===== config.mk =====
export PLATFORM = sky130hd
export DESIGN_NAME = uart_rx_core
export DESIGN_NICKNAME = d
export VERILOG_FILES = /design/src/rtl/uart_rx_core.sv
export SDC_FILE = /design/constraint.sdc
export NUM_CORES = 1
export LEC_CHECK = 0
export ABC_AREA = 1
export CAP_MARGIN = 10
export CORE_UTILIZATION = 38
export DETAILED_ROUTE_END_ITERATION = 16
export GPL_ROUTABILITY_DRIVEN = 0
export PLACE_DENSITY = 0.67
export SYNTH_ARGS = -nofsm -noshare
export SYNTH_HDL_FRONTEND = slang
export SYNTH_SLANG_ARGS = --single-unit

===== constraint.sdc =====
create_clock -name clk -period 2.45 [get_ports clk]
set_input_delay 0.49 -clock clk [delete_from_list [all_inputs] [get_ports clk]]
set_output_delay 0.49 -clock clk [all_outputs]
set_load 0.03 [all_outputs]

===== src/rtl/uart_rx_core.sv =====
// uart_rx_core: 8N1 UART receiver.
// Synchronises the RX line, finds the start-bit falling edge, samples every bit
// at its mid-point with a re-timed baud counter, and hands each byte out with a
// one-cycle valid strobe (or a one-cycle frame-error strobe if the stop bit is low).

module uart_rx_core #(
   parameter int BAUD_MAX  = 10416,
   parameter int HALF_BIT  = BAUD_MAX / 2,
   parameter int DATA_BITS = 8
) (
   input  logic                 clk,
   input  logic                 reset,
   input  logic                 iRX_en,
   input  logic                 iRX,
   output logic [DATA_BITS-1:0] oRX_data,
   output logic                 oRX_valid,
   output logic                 oRX_frame_err,
   output logic                 oRX_busy
);

   localparam int CNT_W = 14;
   localparam int IDX_W = (DATA_BITS > 1) ? $clog2(DATA_BITS) : 1;

   localparam logic [CNT_W-1:0] BAUD_CMP = CNT_W'(BAUD_MAX);
   localparam logic [CNT_W-1:0] HALF_CMP = CNT_W'(HALF_BIT);
   localparam logic [IDX_W-1:0] LAST_IDX = IDX_W'(DATA_BITS - 1);

   typedef enum logic [1:0] {
      IDLE,
      START,
      DATA,
      STOP
   } rxState_e;

   rxState_e             state_q,    state_d;
   logic [CNT_W-1:0]     baudCnt_q,  baudCnt_d;
   logic [IDX_W-1:0]     bitIdx_q,   bitIdx_d;
   logic [DATA_BITS-1:0] shift_q,    shift_d;
   logic [DATA_BITS-1:0] data_q,     data_d;
   logic                 valid_q,    valid_d;
   logic                 frameErr_q, frameErr_d;

   logic rxMeta_q;
   logic rxSync_q;
   logic rxDly_q;

   // Two-flop synchroniser for the asynchronous line plus one delayed copy for edge detection.
   always_ff @(posedge clk or negedge reset) begin
      if (!reset) begin
         rxMeta_q <= 1'b1;
         rxSync_q <= 1'b1;
         rxDly_q  <= 1'b1;
      end else begin
         rxMeta_q <= iRX;
         rxSync_q <= rxMeta_q;
         rxDly_q  <= rxSync_q;
      end
   end

   // Receiver state, baud counter, shift register and registered outputs.
   always_ff @(posedge clk or negedge reset) begin
      if (!reset) begin
         state_q    <= IDLE;
         baudCnt_q  <= '0;
         bitIdx_q   <= '0;
         shift_q    <= '0;
         data_q     <= '0;
         valid_q    <= 1'b0;
         frameErr_q <= 1'b0;
      end else begin
         state_q    <= state_d;
         baudCnt_q  <= baudCnt_d;
         bitIdx_q   <= bitIdx_d;
         shift_q    <= shift_d;
         data_q     <= data_d;
         valid_q    <= valid_d;
         frameErr_q <= frameErr_d;
      end
   end

   // Next-state logic: the edge cycle counts as count 0, so the counter enters
   // START at 1 and every sample lands HALF_BIT + n*(BAUD_MAX+1) cycles after the edge.
   always_comb begin
      state_d    = state_q;
      baudCnt_d  = baudCnt_q + CNT_W'(1);
      bitIdx_d   = bitIdx_q;
      shift_d    = shift_q;
      data_d     = data_q;
      valid_d    = 1'b0;
      frameErr_d = 1'b0;

      if (!iRX_en) begin
         state_d   = IDLE;
         baudCnt_d = '0;
      end else begin
         case (state_q)
            IDLE: begin
               baudCnt_d = '0;
               if (rxDly_q && !rxSync_q) begin
                  state_d   = START;
                  baudCnt_d = CNT_W'(1);
               end
            end
            START: begin
               if (baudCnt_q == HALF_CMP) begin
                  baudCnt_d = '0;
                  bitIdx_d  = '0;
                  state_d   = rxSync_q ? IDLE : DATA;
               end
            end
            DATA: begin
               if (baudCnt_q == BAUD_CMP) begin
                  baudCnt_d         = '0;
                  shift_d[bitIdx_q] = rxSync_q;
                  if (bitIdx_q == LAST_IDX) begin
                     state_d = STOP;
                  end else begin
                     bitIdx_d = bitIdx_q + IDX_W'(1);
                  end
               end
            end
            STOP: begin
               if (baudCnt_q == BAUD_CMP) begin
                  baudCnt_d = '0;
                  state_d   = IDLE;
                  if (rxSync_q) begin
                     valid_d = 1'b1;
                     data_d  = shift_q;
                  end else begin
                     frameErr_d = 1'b1;
                  end
               end
            end
            default: begin
               state_d   = IDLE;
               baudCnt_d = '0;
            end
         endcase
      end
   end

   assign oRX_data      = data_q;
   assign oRX_valid     = valid_q;
   assign oRX_frame_err = frameErr_q;
   assign oRX_busy      = (state_q != IDLE);

endmodule


==> results.cfg, run 1 <==
[timing]
fin_crit_sh_pct = 87.9
slew_headroom_pct = 42.2
worst_pin_slew_ns = 0.867
fin_skew_ns = 0.00437
fmax_mhz = 464
timing.hold.ws_ns = 0.302
rsz0062_at_grt = no
setup_tns_ns = 0
min_period_ns = 2.15
maxSlewViolCount = 0
setup_viol = 0
hold_viol_final = 0

[cells_and_area]
diodes = 0
final_util_pct = 46.5
multiInputGateArea_um2 = 941
areaGrowthSynthToFinish_pct = 15.5
fill_cells = 525
area.sequential_um2 = 1000
layout-drive-gt1-share_pct = 10.2
nets = 291

[logic_synthesis]
synth_top_area_share_pct = 44.2
syn_inst = 262
syn_nets = 271
synth-seq-cells = 40
yosys.area.top_type = dfrtp_1
ys_top_cells_by_area = dfrtp_1, nand2_1, nor2_1
synth_edf_count = 0
yosysSeqAreaShare_pct = 47.9
ys.flop_type = dfrtp_1
avgSynthCellArea_um2 = 8.00
synthDistinctLibCells = 25
yosys_warnings = 0
synthArstFlopShare_pct = 100
netlist_area_um2 = 2100

[global_routing]
track_usage_pct = 15.1
grt_overflow = 0
grt_pass1_wl_um = 7060
first_global_vias = 1608
grt_antenna_before_repair = 0
grt_max_degree = 41

[cts]
cts_buffers = 5
cts_root_buf = clkbuf_8
clock-sinks = 40
hold_buffers = 0
cts_tree = done
path_clk_slew_ns = 0.08
post_cts.repair.setup_buffers = 0
cts_buffer_depth = 2
htreeDepth = 2
ctsResizeCount = 0
clock_latency_ns = 0.30

[power_and_ir_drop]
p_leak_nw = 1.13
ir_worst_vdd_v = 0.000510
pwr-share-comb_pct = 23.6
p_total_w = 0.00167
p_clk_share_pct = 32.0
p_per_area_nw_per_um2 = 691
switchingPower_w = 0.000554
swShare_pct = 33.1
internal_power_w = 0.00112
pwr-share-seq_pct = 44.3

[die]
dieArea_um2 = 5820
rows = 26
die_y_um = 76.3
io_pins = 15
start_util_pct = 40.3
die_w_um = 76.3
coreArea_um2 = 5200

[critical_path]
end_kind = primary output
rr_worst_depth = 9
ff2ff_setup_slack_ns = 0.76
crit_fanout = 6
arrival_ns = 1.66
path_class = reg2out
crit_path_start_kind = flop
crit_required_ns = 1.96

[detailed_routing]
routedWlPerCell_um = 10.9
vias = 1661
drtPass1Iterations = 4
drt_wl_total_um = 3860
vias_per_cell = 4.71
drt.antenna.violating_nets = 0
drt_iter0_markers = 91
drcViolationCount = 0

[place]
dp_hpwl_um = 2750
io_buffers = 14

[run_status]
outcome = finished, final reports clean

[job]
cap_violations = 0

[worst_hold_path]
hold_class = in2async
synthesized netlist by cell type, types with 3 or more instances:
cell type / number
nor3_1: 5
nand2_1: 68
o21ai_1: 5
dfstp_2: 3
inv_1: 33
nand4_1: 10
o21ai_0: 8
dfrtp_1: 37
inv_2: 3
nand2_2: 4
nor2_4: 3
ha_1: 5
nand3_1: 15
xor2_1: 9
nand3b_1: 5
nor2_1: 38
registers in the layout, indices dropped and copies added (netlist names):
signal and cells:
baudCnt_q 14, oRX_data 8, shift_q 8, bitIdx_q 3, state_q 2, oRX_frame_err 1, oRX_valid 1, rxDly_q 1
rxMeta_q 1, rxSync_q 1
worst paths after layout:
path                               from             to
setup / recovery             state_q[0]       oRX_busy
hold / removal                    reset   baudCnt_q[5]
setup reg to reg           baudCnt_q[0]  baudCnt_q[13]
hold reg to reg                rxMeta_q       rxSync_q
max in group asynchronous         reset    oRX_data[0]
min in group clk               rxMeta_q       rxSync_q
cells in the final DEF (no fill, tap or decap), drive strengths merged:
cell | Yosys | routed
buf | 2 | 2
xor2 | 9 | 9
dfstp | 3 | 3
inv | 36 | 36
clkdlybuf4s50 | 0 | 13
nor3 | 5 | 5
clkinv | 0 | 1
nand3 | 16 | 16
ha | 5 | 5
dfrtp | 37 | 37
clkinvlp | 0 | 1
bufinv | 0 | 1
a21oi | 3 | 3
xnor2 | 1 | 1
clkbuf | 0 | 5
nand4 | 11 | 11
nor2 | 43 | 43
nand2 | 72 | 72
or2 | 1 | 1
o21ai | 13 | 13
nand3b | 5 | 5
cell type report:
| class | count | area share [%] |
|---|---|---|
| Sequential cell | 40 | 41.5 |
| Multi-Input combinational cell | 184 | 38.8 |
| Timing Repair Buffer | 15 | 5.89 |
| Inverter | 36 | 5.58 |
| Tap cell | 70 | 3.62 |
| Clock buffer | 5 | 2.84 |
| Clock inverter | 3 | 1.76 |
power by group through the flow:
stage / Combinational [W] / Clock [W] / Sequential [W]
after global placement: 0.000389 / 0 / 0.000752
after CTS: 0.000395 / 0.000553 / 0.000741
final: 0.000396 / 0.000536 / 0.000742
after global routing: 0.000460 / 0.000576 / 0.000749
after detailed placement: 0.000392 / 0 / 0.000754
after floorplan: 0.000307 / 0 / 0.000744
stage by stage:
stage | instances | setup slack, ns | instance area, um2
after CTS | 353 | 0.283 | 2420
final | 353 | 0.297 | 2420
after detailed placement | 345 | 0.623 | 2310
after floorplan | 262 | 1.02 | 2100
after global placement | 345 | 0.633 | 2310
after global routing | 353 | 0.210 | 2420
worst max-delay path, stage by stage (launching register included):
cell	delay [ns]
dfrtp_1	0.45
nor2_1	0.21
inv_1	0.11
clkdlybuf4s50_1	0.60
layer usage:
metal  global-route usage (%)  up-vias  wire length, um
met1                     19.8      765             1970
met4                     7.12        0               68
met5                        0        -                0
met3                     4.43        7              112
met2                     22.9       22             1700
li1                         -      867                -
logic make-up after synthesis:
| group | Yosys count | share of synthesized area (%) |
|---|---|---|
| flip-flops | 40 | 47.9 |
| adder cells (fa/ha/maj) | 5 | 2.98 |
| AO/OA/AOI/OAI | 16 | 4.00 |
| AND/OR/NAND/NOR | 153 | 33.7 |
| buffers and inverters | 38 | 7.22 |
| XOR/XNOR | 10 | 4.18 |
Note: power is estimated with default switching activity, not from simulation.
==> run 2: changes to the inputs <==
Settings changed: CORE_MARGIN set to 2, PLACE_DENSITY 0.67 to unset, PLACE_DENSITY_LB_ADDON set to 0.2.
==> run 2 against run 1 <==
Against the previous run: power barely moved; global-route usage is 0.56 points lower; routed wire length up 4.3%; register-to-register slack worse by 0.04 ns; highest routed layer unchanged.
==> results.cfg, run 2 (synthesis gave the netlist of run 1 again) <==
[cells_and_area]
diodes = 0
largest_reg_flops = 14
layout_common_cells = nand2_1, nor2_1, dfrtp_1
nets = 291
layout_commonest_cell = nand2_1
largest_register = baudCnt_q
layout-drive-gt1-share_pct = 10.2
final_util_pct = 44.9
areaGrowthSynthToFinish_pct = 15.6

[detailed_routing]
drt_iter0_markers = 71
routedWlPerCell_um = 11.3
drcViolationCount = 0
drt.antenna.violating_nets = 0
drt_wl_total_um = 4020
vias = 1689
drtPass1Iterations = 4
vias_per_cell = 4.76

[critical_path]
path_buf_inv = 2
max_stage_delay_ns = 0.61
crit_required_ns = 1.96
crit_path_top_delay_cell = clkdlybuf4s50_1
cp_cell_sequence = nor2_1 > inv_1 > clkdlybuf4s50_1
path_class = reg2out
crit_fanout = 6
end_kind = primary output
cp_top_family = buffers and inverters
crit_path_start_kind = flop
arrival_ns = 1.71

[die]
dieArea_um2 = 6130
die_w_um = 78.3
die_y_um = 78.3
coreArea_um2 = 5410
io_pins = 15
start_util_pct = 38.8
rows = 27

[cts]
clock-sinks = 40
path_clk_slew_ns = 0.08
hold_buffers = 0
htreeDepth = 2
cts_buffers = 5
cts_buffer_depth = 2
post_cts.repair.setup_buffers = 0
clock_latency_ns = 0.29
cts_tree = done
ctsResizeCount = 0
cts_root_buf = clkbuf_8

[global_routing]
first_global_vias = 1537
grt_pass1_wl_um = 7050
grt_use_met2_pct = 21.7
grt_max_degree = 41
grt_overflow = 0
grt_util_met3_pct = 3.10
grt_util_met1_pct = 20.3
track_usage_pct = 14.6
busiest_layer = met2
grt_antenna_before_repair = 0

[timing]
worst_pin_slew_ns = 0.873
fin_crit_sh_pct = 89.8
maxSlewViolCount = 0
slew_headroom_pct = 41.8
setup_tns_ns = 0
min_period_ns = 2.20
fin_skew_ns = 0.00790
fin_ws_ns = 0.249
hold_viol_final = 0
fmax_mhz = 454
setup_viol = 0
rsz0062_at_grt = no

[worst_hold_path]
hold_class = in2async

[place]
dp_hpwl_um = 2890
io_buffers = 14
place_worst_setup_slack_ns = 0.517

[power_and_ir_drop]
p_leak_nw = 1.13
p_total_w = 0.00167
swShare_pct = 33.0
p_per_area_nw_per_um2 = 690
ir_worst_vdd_v = 0.000568
switchingPower_w = 0.000552
internal_power_w = 0.00112
p_clk_share_pct = 32.0
pwr-share-seq_pct = 44.4
pwr-share-comb_pct = 23.6

[job]
cap_violations = 0

[run_status]
outcome = finished, final reports clean
[run 2: cell counts in the layout (fill, tap and decap cells not counted)]
Identical to the previous run, type by type.
[run 2: metrics by stage]
stage / instances / cell area, um2 / hold slack, ns
floorplan: 262 / 2100 / 0.194
global placement: 347 / 2310 / 0.345
detailed placement: 347 / 2310 / 0.356
CTS: 355 / 2420 / 0.349
global route: 355 / 2420 / 0.374
finish: 355 / 2420 / 0.311
[run 2: power groups by stage]
| stage | logic, W | clock network, W | registers, W |
|---|---|---|---|
| final | 0.000394 | 0.000536 | 0.000743 |
| after global routing | 0.000450 | 0.000591 | 0.000750 |
| after CTS | 0.000398 | 0.000557 | 0.000744 |
| after detailed placement | 0.000395 | 0 | 0.000757 |
| after global placement | 0.000392 | 0 | 0.000755 |
| after floorplan | 0.000307 | 0 | 0.000744 |
[run 2: worst paths after layout]
path | cells past startpoint | to | slack, ns | startpoint
worst min-delay path | 1 | shift_q[3] | 0.31 | reset
min in group clk | 0 | rxSync_q | 0.37 | rxMeta_q
max in group asynchronous | 1 | baudCnt_q[0] | 1.59 | reset
worst max register to register | 9 | bitIdx_q[1] | 0.72 | baudCnt_q[0]
worst min register to register | 0 | rxSync_q | 0.37 | rxMeta_q
worst max-delay path | 3 | oRX_busy | 0.25 | state_q[0]
[run 2: cell type report]
cell class | count | area (um2)
clock buffer | 5 | 68.8
clock inverter | 3 | 42.5
fill | 558 | 2980
inverter | 36 | 135
multi-input combinational | 184 | 941
sequential | 40 | 1000
tap | 72 | 90.1
timing repair buffer | 15 | 143
[run 2: routing by layer]
metal	wire (um)	vias to the layer above
met1	2090	780
met3	125	7
li1	-	868
met5	0	-
met4	90	0
met2	1720	34
==> run 3: changes to the inputs <==
Settings changed: CORE_UTILIZATION 38 to 50, SKIP_CTS_REPAIR_TIMING set to 1.
==> run 3 against run 2 <==
Against the previous run: cell area shrank 2.5%; worst hold slack lost 0.0048 ns; die area decreased by 23%; non-clock buffer count is the same; flip-flop and latch count did not move; first-iteration DRC count increased by 42%; worst setup slack improved by 0.037 ns; highest routed layer unchanged.
==> results.cfg, run 3 (synthesis gave the netlist of run 1 again) <==
[power_and_ir_drop]
ir_worst_vdd_v = 0.000489
switchingPower_w = 0.000526
internal_power_w = 0.00101
p_clk_share_pct = 26.2
pwr-share-seq_pct = 48.2
pwr-share-comb_pct = 25.6
swShare_pct = 34.2
p_leak_nw = 1.12
p_per_area_nw_per_um2 = 651

[cts]
htreeDepth = 2
clock-sinks = 40
cts_buffers = 5
cts_root_buf = clkbuf_8
path_clk_slew_ns = 0.07
cts_tree = done
clock_latency_ns = 0.29
cts_buffer_depth = 2

[critical_path]
crit_required_ns = 1.96
rr_startpoint = baudCnt_q[0]
rr_worst_depth = 9
ff2ff_setup_slack_ns = 0.76
crit_fanout = 6
path_class = reg2out
crit_path_start_kind = flop
end_kind = primary output
reg2reg_to = bitIdx_q[2]
arrival_ns = 1.67

[timing]
maxSlewViolCount = 0
fin_skew_ns = 0.00779
fmax_mhz = 462
setup_tns_ns = 0
rsz0062_at_grt = no
slew_headroom_pct = 43.1
fin_ws_ns = 0.286
setup_viol = 0
min_period_ns = 2.16
worst_pin_slew_ns = 0.853
hold_viol_final = 0
fin_crit_sh_pct = 88.3

[die]
rows = 23
coreArea_um2 = 4030
die_y_um = 68.8
dieArea_um2 = 4730
start_util_pct = 52.0
die_w_um = 68.8
io_pins = 15

[cells_and_area]
diodes = 0
layout_commonest_cell = nand2_1
layout_common_cells = nand2_1, nor2_1, dfrtp_1
fill_cells = 382
largest_reg_flops = 14
largest_register = baudCnt_q
areaGrowthSynthToFinish_pct = 12.7
layout-drive-gt1-share_pct = 9.57
design_area_um2 = 2360
nets = 291

[global_routing]
grt_pass1_wl_um = 6720
track_usage_pct = 19.0
grt_overflow = 0
grt_max_degree = 41
first_global_vias = 1516
grt_antenna_before_repair = 0

[detailed_routing]
drtPass1Iterations = 5
vias_per_cell = 5.01
drt_wl_total_um = 3780
routedWlPerCell_um = 11.4
drt.antenna.violating_nets = 0
vias = 1662
drcViolationCount = 0
drt_iter0_markers = 101

[job]
cap_violations = 0

[place]
io_buffers = 14
place_worst_setup_slack_ns = 0.520
post_dp_cell_area_um2 = 2290
dp_hpwl_um = 2730

[run_status]
outcome = finished, final reports clean

[worst_hold_path]
hold_class = in2async
-- run 3: cell type report --
class                           count  area [um2]  area share [%]
Timing Repair Buffer               15         143            6.03
Clock inverter                      1        5.00           0.212
Multi-Input combinational cell    184         941            39.8
Tap cell                           50        62.6            2.65
Inverter                           36         135            5.72
Clock buffer                        6        72.6            3.07
Sequential cell                    40        1000            42.5
-- run 3: how the worst max path moves through the flow --
stage	from	end	slack (ns)	cells after the start
6_report	state_q[0]	oRX_busy	0.29	3
5_1_grt	state_q[0]	oRX_busy	0.20	3
4_1_cts	state_q[0]	oRX_busy	0.29	3
3_5_place_dp	iRX_en	bitIdx_q[2]	0.52	6
3_3_place_gp	iRX_en	bitIdx_q[1]	0.54	6
2_1_floorplan	baudCnt_q[0]	baudCnt_q[5]	1.02	10
-- run 3: power groups by stage --
stage / Sequential (W) / Combinational [W] / Clock (W)
CTS: 0.000741 / 0.000394 / 0.000420
finish: 0.000742 / 0.000394 / 0.000404
detailed placement: 0.000753 / 0.000391 / 0
global route: 0.000749 / 0.000457 / 0.000449
floorplan: 0.000744 / 0.000307 / 0
global placement: 0.000751 / 0.000388 / 0
-- run 3: worst max-delay path: stages, from the launching register on --
cell and delay, ns:
dfrtp_1 0.46, nor2_1 0.21, inv_1 0.11, clkdlybuf4s50_1 0.60
-- run 3: metrics by stage --
step           instances  hold slack (ns)  total power (W)  util (%)
2_1_floorplan        262            0.194          0.00105         -
3_3_place_gp         325            0.346          0.00114      56.7
3_5_place_dp         325            0.347          0.00114      56.7
4_1_cts              332            0.345          0.00156      58.7
5_1_grt              332            0.364          0.00165      58.7
6_report             332            0.306          0.00154      58.7
-- run 3: routing by layer --
| metal | routed length [um] | vias up | track usage, % |
|---|---|---|---|
| met5 | 0 | - | 0 |
| met4 | 53 | 0 | 5.39 |
| met3 | 191 | 5 | 4.87 |
| met2 | 1630 | 37 | 29.4 |
| met1 | 1900 | 755 | 26.5 |
| li1 | - | 865 | - |
